## src/rtl/cacheline_burst_adaptor_pkg.sv

```systemverilog
// Shared types and constants for the cache-line to memory-burst adaptor.
// The line/beat geometry and the FSM encoding live here.
package burst_pkg;

  localparam int LINE_WIDTH  = 256;
  localparam int BURST_WIDTH = 64;
  localparam int BURST_LEN   = LINE_WIDTH / BURST_WIDTH;
  localparam int S_OFFSET    = 5;
  localparam int ADDR_WIDTH  = 32;

  // Clears the line-offset bits so the memory sees line-aligned addresses.
  localparam logic [ADDR_WIDTH-1:0] ADDR_MASK =
    {{(ADDR_WIDTH-S_OFFSET){1'b1}}, {S_OFFSET{1'b0}}};

  typedef enum logic [1:0] {
    IDLE  = 2'd0,
    READ  = 2'd1,
    WRITE = 2'd2,
    DONE  = 2'd3
  } state_t;

  typedef logic [$clog2(BURST_LEN)-1:0] beat_t;

  typedef logic [BURST_LEN-1:0][BURST_WIDTH-1:0] line_t;

endpackage

```

## src/rtl/cacheline_burst_adaptor_if.sv

```systemverilog
// Bundles the cache-side line port and the memory-side burst port.
// The adaptor is the slave; the cache/memory environment is the master.
interface cacheline_burst_adaptor_if;
  import burst_pkg::*;

  logic [LINE_WIDTH-1:0]  line_i;
  logic [LINE_WIDTH-1:0]  line_o;
  logic [ADDR_WIDTH-1:0]  address_i;
  logic                   read_i;
  logic                   write_i;
  logic                   resp_o;
  logic [BURST_WIDTH-1:0] burst_i;
  logic [BURST_WIDTH-1:0] burst_o;
  logic [ADDR_WIDTH-1:0]  address_o;
  logic                   read_o;
  logic                   write_o;
  logic                   resp_i;

  modport slave (
    input  line_i, address_i, read_i, write_i, burst_i, resp_i,
    output line_o, resp_o, burst_o, address_o, read_o, write_o
  );

  modport master (
    output line_i, address_i, read_i, write_i, burst_i, resp_i,
    input  line_o, resp_o, burst_o, address_o, read_o, write_o
  );

endinterface

```

## src/rtl/cacheline_burst_adaptor.sv

```systemverilog
// Splits a cache-line read/write-back into a 4-beat memory burst and
// reassembles read beats into a line, answering with a one-cycle resp_o.
module cacheline_burst_adaptor
  import burst_pkg::*;
(
  input  logic                     clk,
  input  logic                     rst,
  cacheline_burst_adaptor_if.slave bus
);

  state_t                 r_state;
  state_t                 w_state_next;
  beat_t                  r_beat;
  beat_t                  w_beat_inc;
  line_t                  r_buf;
  line_t                  r_line;
  logic [BURST_WIDTH-1:0] r_burst;
  logic [ADDR_WIDTH-1:0]  r_addr;
  logic                   r_read;
  logic                   r_write;
  logic                   r_resp;
  logic                   w_read_next;
  logic                   w_write_next;
  logic                   w_resp_next;
  logic                   w_last_beat;

  assign w_beat_inc  = r_beat + beat_t'(1);
  assign w_last_beat = bus.resp_i && (r_beat == beat_t'(BURST_LEN - 1));

  always_ff @(posedge clk) begin
    if (!rst) r_state <= IDLE;
    else      r_state <= w_state_next;
  end

  // A simultaneous read and write request resolves to READ.
  always_comb begin
    w_state_next = r_state;
    unique case (r_state)
      IDLE: begin
        if (bus.read_i)       w_state_next = READ;
        else if (bus.write_i) w_state_next = WRITE;
      end
      READ:    if (w_last_beat) w_state_next = DONE;
      WRITE:   if (w_last_beat) w_state_next = DONE;
      DONE:    w_state_next = IDLE;
      default: w_state_next = IDLE;
    endcase
  end

  // Handshake outputs are decoded from the next state and then registered.
  always_comb begin
    w_read_next  = (w_state_next == READ);
    w_write_next = (w_state_next == WRITE);
    w_resp_next  = (w_state_next == DONE);
  end

  always_ff @(posedge clk) begin
    if (!rst) begin
      r_read  <= 1'b0;
      r_write <= 1'b0;
      r_resp  <= 1'b0;
      r_beat  <= '0;
      r_buf   <= '0;
      r_line  <= '0;
      r_burst <= '0;
      r_addr  <= '0;
    end else begin
      r_read  <= w_read_next;
      r_write <= w_write_next;
      r_resp  <= w_resp_next;
      unique case (r_state)
        IDLE: begin
          if (bus.read_i) begin
            r_addr <= bus.address_i & ADDR_MASK;
            r_beat <= '0;
          end else if (bus.write_i) begin
            r_addr  <= bus.address_i & ADDR_MASK;
            r_beat  <= '0;
            r_buf   <= bus.line_i;
            r_burst <= bus.line_i[BURST_WIDTH-1:0];
          end
        end
        READ: begin
          if (bus.resp_i) begin
            r_line[r_beat] <= bus.burst_i;
            r_beat         <= w_beat_inc;
          end
        end
        // Present the following slice so it is on the bus the cycle after the ack.
        WRITE: begin
          if (bus.resp_i) begin
            r_beat  <= w_beat_inc;
            r_burst <= r_buf[w_beat_inc];
          end
        end
        default: ;
      endcase
    end
  end

  assign bus.read_o    = r_read;
  assign bus.write_o   = r_write;
  assign bus.resp_o    = r_resp;
  assign bus.address_o = r_addr;
  assign bus.burst_o   = r_burst;
  assign bus.line_o    = r_line;

endmodule
```

## src/flat_wrapper.sv

```systemverilog
// flat-port wrapper written by rule: the top's interface ports become plain ports
module cacheline_burst_adaptor_flat import burst_pkg::*;
  (clk, rst, bus_line_i, bus_address_i, bus_read_i, bus_write_i, bus_burst_i, bus_resp_i, bus_line_o, bus_resp_o, bus_burst_o, bus_address_o, bus_read_o, bus_write_o);
  cacheline_burst_adaptor_if bus_i ();
  input  logic clk;
  input  logic rst;
  input wire logic [$bits(bus_i.line_i)-1:0] bus_line_i;
  input wire logic [$bits(bus_i.address_i)-1:0] bus_address_i;
  input wire logic [$bits(bus_i.read_i)-1:0] bus_read_i;
  input wire logic [$bits(bus_i.write_i)-1:0] bus_write_i;
  input wire logic [$bits(bus_i.burst_i)-1:0] bus_burst_i;
  input wire logic [$bits(bus_i.resp_i)-1:0] bus_resp_i;
  output wire logic [$bits(bus_i.line_o)-1:0] bus_line_o;
  output wire logic [$bits(bus_i.resp_o)-1:0] bus_resp_o;
  output wire logic [$bits(bus_i.burst_o)-1:0] bus_burst_o;
  output wire logic [$bits(bus_i.address_o)-1:0] bus_address_o;
  output wire logic [$bits(bus_i.read_o)-1:0] bus_read_o;
  output wire logic [$bits(bus_i.write_o)-1:0] bus_write_o;
  assign bus_i.line_i = bus_line_i;
  assign bus_i.address_i = bus_address_i;
  assign bus_i.read_i = bus_read_i;
  assign bus_i.write_i = bus_write_i;
  assign bus_i.burst_i = bus_burst_i;
  assign bus_i.resp_i = bus_resp_i;
  assign bus_line_o = bus_i.line_o;
  assign bus_resp_o = bus_i.resp_o;
  assign bus_burst_o = bus_i.burst_o;
  assign bus_address_o = bus_i.address_o;
  assign bus_read_o = bus_i.read_o;
  assign bus_write_o = bus_i.write_o;
  cacheline_burst_adaptor u_core (.clk(clk), .rst(rst), .bus(bus_i));
endmodule
```

## config.mk

```make
export PLATFORM = sky130hd
export DESIGN_NAME = cacheline_burst_adaptor_flat
export DESIGN_NICKNAME = d
export VERILOG_FILES = /design/src/rtl/cacheline_burst_adaptor_pkg.sv /design/src/rtl/cacheline_burst_adaptor_if.sv /design/src/rtl/cacheline_burst_adaptor.sv /design/src/flat_wrapper.sv
export SDC_FILE = /design/constraint.sdc
export NUM_CORES = 1
export LEC_CHECK = 0
export ABC_AREA = 1
export BUFFER_PORTS_ARGS = -buffer_cell sky130_fd_sc_hd__buf_2
export CORE_AREA = 8 8 271 273
export DETAILED_ROUTE_END_ITERATION = 10
export DIE_AREA = 0 0 279 281
export PLACE_DENSITY_LB_ADDON = 0.12
export SETUP_SLACK_MARGIN = 0.02
export SYNTH_ARGS = -nofsm -noshare
export SYNTH_HDL_FRONTEND = slang
export SYNTH_SLANG_ARGS = --single-unit
```

## constraint.sdc

```tcl
create_clock -name clk -period 5.6 [get_ports clk]
set_input_delay 0.84 -clock clk [delete_from_list [all_inputs] [get_ports clk]]
set_output_delay 0.84 -clock clk [all_outputs]
set_load 0.02 [all_outputs]
```

==> flow_summary.toml, run 1 <==
[grt]
grt_pass1_vias = 22507
grt-ovfl-total = 0
antenna_found_initial = 45
grt.total_usage_pct = 23.5
grt_start_max_net_pins = 231
grt_pass1_wl_um = 145000

[sta]
rsz0062_at_grt = "false"
finalCritPeriodShare_pct = 55.2
setup_viol_count_final = 0
maxSlewViolCount = 0
clock.fmax_mhz = 323
setup_tns_ns = 0
tightest_slew_ns = 1.07
slew_headroom_pct = 28.8
whs_ns = 0.438
post-route-min-period_ns = 3.09
skew_ns = 0.0248
final_hold_viol_count = 0

[power_and_ir_drop]
p_sw_share_pct = 28.5
power_density_mw_per_mm2 = 354
pwr-share-clk_pct = 42.4
p_comb_share_pct = 15.3
netSwitchingPower_mw = 3.16
intPower_mw = 7.93
pwr-share-seq_pct = 42.3
power_leakage_nw = 13.7
ir_worst_vdd_mv = 0.188

[setup_path]
cp_data_arrival_time_ns = 3.57
cp_max_fo = 66
cp.required_ns = 6.08
path_class = "reg -> reg"
start_kind = "flop"
cp-end-kind = "flop"

[layout]
drive_above_1_share_pct = 20.4
layout.nets = 4482
area_delta_synth_final_pct = 24.2
fill_cells = 7317

[die]
die_w_um = 279
die_y_um = 281
num_rows = 97
io_pins = 712
dieArea_sq_mm = 0.0784
core_area_sq_mm = 0.0693
start_util_pct = 36.5

[drt]
viasPerCell = 4.75
routed_wl_um = 97100
firstDrtPassIters = 5
antenna_left = 0
drtIter0Drc = 1658
vias = 24329
remaining_drc_errors = 0
wl_per_cell_um = 18.9

[clock_network]
clk-insertion-delay-late_ns = 0.61
clockBufferDepth = 3
cts_resized = 0
cts_sinks = 610
cts_max_level = 3
cts.hold.buffers_added = 0
clkTransAtPathRegs_ns = 0.06
cts_buffers = 70
tritoncts = "done"
clockRootBuffer = "clkbuf_16"
postCtsSetupRepairBufs = 0

[run_status]
status = "complete, no violations"

[place]
port_buffers = 701
place_congestion = 0.851
post-dp-hpwl_um = 64400

[logic_synthesis]
yosysSeqAreaShare_pct = 48.3
yosys.area.top_type_share_pct = 48.3
synth-seq-cells = 610
avgSynthCellArea_sq_um = 7.01
synth_top_area_cell = "dfxtp_1"
syn-cell-area_sq_mm = 0.0253
synth.distinct_cells = 19
syn_inst = 3605
yosys_warnings = 0
synth_area_leaders = "dfxtp_1 (48%), nand2_1 (11%), a21oi_1 (10%)"

[run]
max-cap-violations = 0

[min_path]
hp-class = "reg -> reg"
-- layer usage --
layer	vias to the layer above	part of all wire [%]	track usage, %
met4	34	2.2	6.50
met3	153	6.9	6.42
met5	-	0.23	0
li1	12489	-	-
met1	11013	44	30.1
met2	640	47	38.7
-- worst max-delay path: stages, from the launching register on --
cell     delay (ns)
dfxtp_1        0.33
inv_1          0.12
ha_2           0.17
buf_4          0.69
nand2_1        0.11
nand2_1        0.11
inv_2          0.25
nand2_4        0.83
nand2_1        0.13
nand2_1        0.10
nor2_1         0.06
-- metrics by stage --
step	cell area [sq um]	setup slack [ns]	instances	utilization [%]	power (mW)
after floorplan	25300	3.67	3609	-	5.86
after global placement	29000	2.02	4985	41.8	6.49
after detailed placement	29000	1.98	4985	41.8	6.50
after CTS	31300	2.40	5105	45.2	11.2
after global routing	31400	2.19	5115	45.2	11.6
final	31400	2.51	5125	45.3	11.1
-- flip-flops by register name (all words and copies together), names as in the netlist --
| signal | flops |
|---|---|
| u_core.bus.read_o | 1 |
| u_core.r_beat | 2 |
| u_core.bus.burst_o | 64 |
| u_core.bus.write_o | 1 |
| u_core.bus.address_o | 27 |
| u_core.bus.line_o | 256 |
| u_core.r_buf | 256 |
| u_core.r_state | 2 |
| u_core.bus.resp_o | 1 |
-- synth_stat cells, drive strengths merged --
| cell type | count |
|---|---|
| conb | 1 |
| ha | 8 |
| buf | 149 |
| nand2 | 725 |
| o21ai | 350 |
| nand3 | 326 |
| a21oi | 513 |
| clkbuf | 137 |
| nand4 | 2 |
| inv | 401 |
| dfxtp | 610 |
| nor2 | 383 |
-- power by group through the flow --
stage	Clock (mW)	Sequential, mW	Combinational [mW]
after floorplan	0	4.91	0.954
final	4.71	4.70	1.69
after global placement	0	4.78	1.71
after global routing	5.00	4.72	1.89
after detailed placement	0	4.79	1.71
after CTS	4.83	4.69	1.72
-- path summary, 6_finish.rpt --
path                                from                      to  slack [ns]  depth (start not counted)
setup / recovery       u_core.r_state[0]  u_core.bus.burst_o[20]        2.51                         10
hold / removal    u_core.bus.line_o[240]  u_core.bus.line_o[240]        0.44                          2
setup reg to reg       u_core.r_state[0]  u_core.bus.burst_o[20]        2.51                         10
hold reg to reg   u_core.bus.line_o[240]  u_core.bus.line_o[240]        0.44                          2
-- final cells by class --
type                       instances  area [sq um]  area share, %
clock buffer                     101          2070           6.60
multi-input combinational       2312         10300           33.0
clock inverter                    19           272          0.865
inverter                         401          1510           4.81
tap                              940          1180           3.75
timing repair buffer             722          3730           11.9
antenna                           20          50.0          0.160
sequential                       610         12200           38.9
-- cells in the final DEF, fill, tap and decap left out, types with 2 or more instances in the layout --
master	n
buf_4	17
dfxtp_1	609
ha_2	2
nand2_1	723
clkbuf_16	73
o21ai_1	7
conb_1	5
clkbuf_8	14
bufinv_16	6
buf_2	699
o21ai_0	342
nand3_4	4
nor2_1	382
inv_1	393
clkinv_2	10
clkbuf_1	14
a21oi_1	512
clkinv_8	2
nand3_1	322
inv_2	7
diode_2	20
nand4_1	2
inv_6	2
ha_1	6
buf_12	4
-- kinds of logic after synthesis --
group	after synthesis	synth area share, %
fa+ha+maj	8	0.396
buf+inv	687	11.1
simple gates	1436	23.0
other cells	1	0.0148
flops	610	48.3
compound gates	863	17.1
Power figures use the tool's default switching activity.
==> inputs of run 2 (changes only) <==
--- a/config.mk
+++ b/config.mk
@@ -7,9 +7,9 @@
 export LEC_CHECK = 0
 export ABC_AREA = 1
 export BUFFER_PORTS_ARGS = -buffer_cell sky130_fd_sc_hd__buf_2
-export CORE_AREA = 8 8 271 273
+export CORE_AREA = 8 8 273 275
 export DETAILED_ROUTE_END_ITERATION = 10
-export DIE_AREA = 0 0 279 281
+export DIE_AREA = 0 0 281 283
 export PLACE_DENSITY_LB_ADDON = 0.12
 export SETUP_SLACK_MARGIN = 0.02
 export SYNTH_ARGS = -nofsm -noshare
==> constraint.sdc (replaced) <==
create_clock -name clk -period 2.9 [get_ports clk]
set_input_delay 0.435 -clock clk [delete_from_list [all_inputs] [get_ports clk]]
set_output_delay 0.435 -clock clk [all_outputs]
set_load 0.02 [all_outputs]
==> flow_summary.toml, run 2 (same netlist as run 1, synthesis figures left out) <==
[run_status]
status = "complete, no violations"

[grt]
antenna_found_initial = 44
grt_start_max_net_pins = 195
grt_pass1_vias = 22534
grt-ovfl-total = 0
grt_pass1_wl_um = 145000
grt.total_usage_pct = 23.1

[drt]
remaining_drc_errors = 0
drtIter0Drc = 1541
vias = 24412
viasPerCell = 4.73
wl_per_cell_um = 18.8
firstDrtPassIters = 5
antenna_left = 0
routed_wl_um = 97100

[clock_network]
cts_resized = 0
clockRootBuffer = "clkbuf_16"
cts.hold.buffers_added = 0
clk-insertion-delay-late_ns = 0.60
cts_sinks = 610
cts_buffers = 71
clkTransAtPathRegs_ns = 0.06
postCtsSetupRepairBufs = 0
tritoncts = "done"
cts_max_level = 3
clockBufferDepth = 3

[power_and_ir_drop]
pwr-share-clk_pct = 43.0
power_density_mw_per_mm2 = 683
pwr-share-seq_pct = 41.5
p_total_mw = 21.8
ir_worst_vdd_mv = 0.374
p_sw_share_pct = 28.6
intPower_mw = 15.5
power_leakage_nw = 13.9
netSwitchingPower_mw = 6.22
p_comb_share_pct = 15.5

[setup_path]
critPathMaxStageDelay_ns = 0.35
cp_data_arrival_time_ns = 2.83
cp_max_fo = 50
cp-end-kind = "flop"
cp_slowest_cell = "nor2_4"
path_class = "reg -> reg"
critical_path.cell_chain = "inv_1 -> ha_1 -> inv_2 -> nor2_4 -> nand2_8 -> buf_12 -> buf_4 -> nand2_1 -> a21oi_1"
start_kind = "flop"
rr_startpoint = "u_core.r_state[0]"
crit_start = "u_core.r_state[0]"
cp.required_ns = 3.36

[layout]
area_delta_synth_final_pct = 26.1
mostFrequentLayoutCells = "nand2_1 (723), buf_2 (699), dfxtp_1 (609)"
final_common_cell = "nand2_1"
regArea_sq_mm = 0.0122
layout.nets = 4509
drive_above_1_share_pct = 20.9
multiInputGateArea_sq_mm = 0.0103
fill_cells = 7444

[place]
place_congestion = 0.835
post-dp-hpwl_um = 66700
port_buffers = 701

[min_path]
hp-class = "in -> reg"
min_from = "bus_address_i[15]"

[sta]
maxSlewViolCount = 0
finalCritPeriodShare_pct = 81.6
slew_headroom_pct = 33.8
rsz0062_at_grt = "false"
tightest_slew_ns = 0.993
setup_tns_ns = 0
clock.fmax_mhz = 422
final_hold_viol_count = 0
post-route-min-period_ns = 2.37
setup_viol_count_final = 0
skew_ns = 0.0238

[die]
core_area_sq_mm = 0.0705
io_pins = 712
die_y_um = 283
die_w_um = 281
dieArea_sq_mm = 0.0795
num_rows = 98
start_util_pct = 35.8

[run]
max-cap-violations = 0
[run 2: cell count changes in the layout (fill, tap and decap cells not counted)]
cell | previous run | this run
clkbuf_1 | 14 | 11
clkinv_16 | 0 | 1
clkinv_2 | 10 | 7
buf_4 | 17 | 29
buf_12 | 4 | 18
inv_16 | 0 | 1
clkbuf_16 | 73 | 72
bufinv_16 | 6 | 7
clkbuf_8 | 14 | 18
[run 2: per-stage QoR]
step           instances  utilization, %  hold WS, ns  worst slack [ns]  instance area, sq um
2_1_floorplan       3609               -        0.430             0.971                 25300
3_3_place_gp        5021            41.7        0.429             0.577                 29400
3_5_place_dp        5021            41.7        0.433             0.545                 29400
4_1_cts             5141            45.1      0.00811             0.523                 31800
5_1_grt             5151            45.1       0.0213             0.323                 31800
6_report            5161            45.2       0.0497             0.533                 31800
[run 2: final timing paths]
check                        endpoint  slack [ns]  cells past startpoint
max reg2reg         u_core.r_buf[185]        0.53                      9
min          u_core.bus.address_o[15]        0.05                      3
max                 u_core.r_buf[185]        0.53                      9
min reg2reg    u_core.bus.line_o[113]        0.44                      2
[run 2: cell type report]
cell class                 instances  area share, %
antenna                           20          0.157
clock buffer                     101           6.57
clock inverter                    19           1.06
inverter                         401           4.74
multi-input combinational       2312           32.5
sequential                       610           38.4
tap                              950           3.73
timing repair buffer             748           12.9
[run 2: critical path, delay by kind of cell, from the launching register on]
family | cells | cell delay (ns)
DFF | 1 | 0.34
AOI/OAI and AO/OA | 1 | 0.05
and+or+nand+nor | 3 | 0.75
adders and majority gates | 1 | 0.32
buffers and inverters | 4 | 0.74
[run 2: power groups by stage]
stage	Combinational (mW)	Sequential, mW	Clock [mW]
6_report	3.37	9.03	9.36
5_1_grt	3.74	9.08	9.93
4_1_cts	3.40	9.03	9.58
3_5_place_dp	3.39	9.21	0
3_3_place_gp	3.39	9.20	0
2_1_floorplan	1.84	9.48	0
[run 2: per-layer routing]
layer | track usage (%) | share of wire, % | up-vias
met1 | 29.9 | 44 | 11003
met5 | 0 | 0.22 | -
met2 | 37.7 | 46 | 681
met4 | 6.42 | 2.1 | 32
met3 | 6.22 | 7.7 | 151
li1 | - | - | 12545
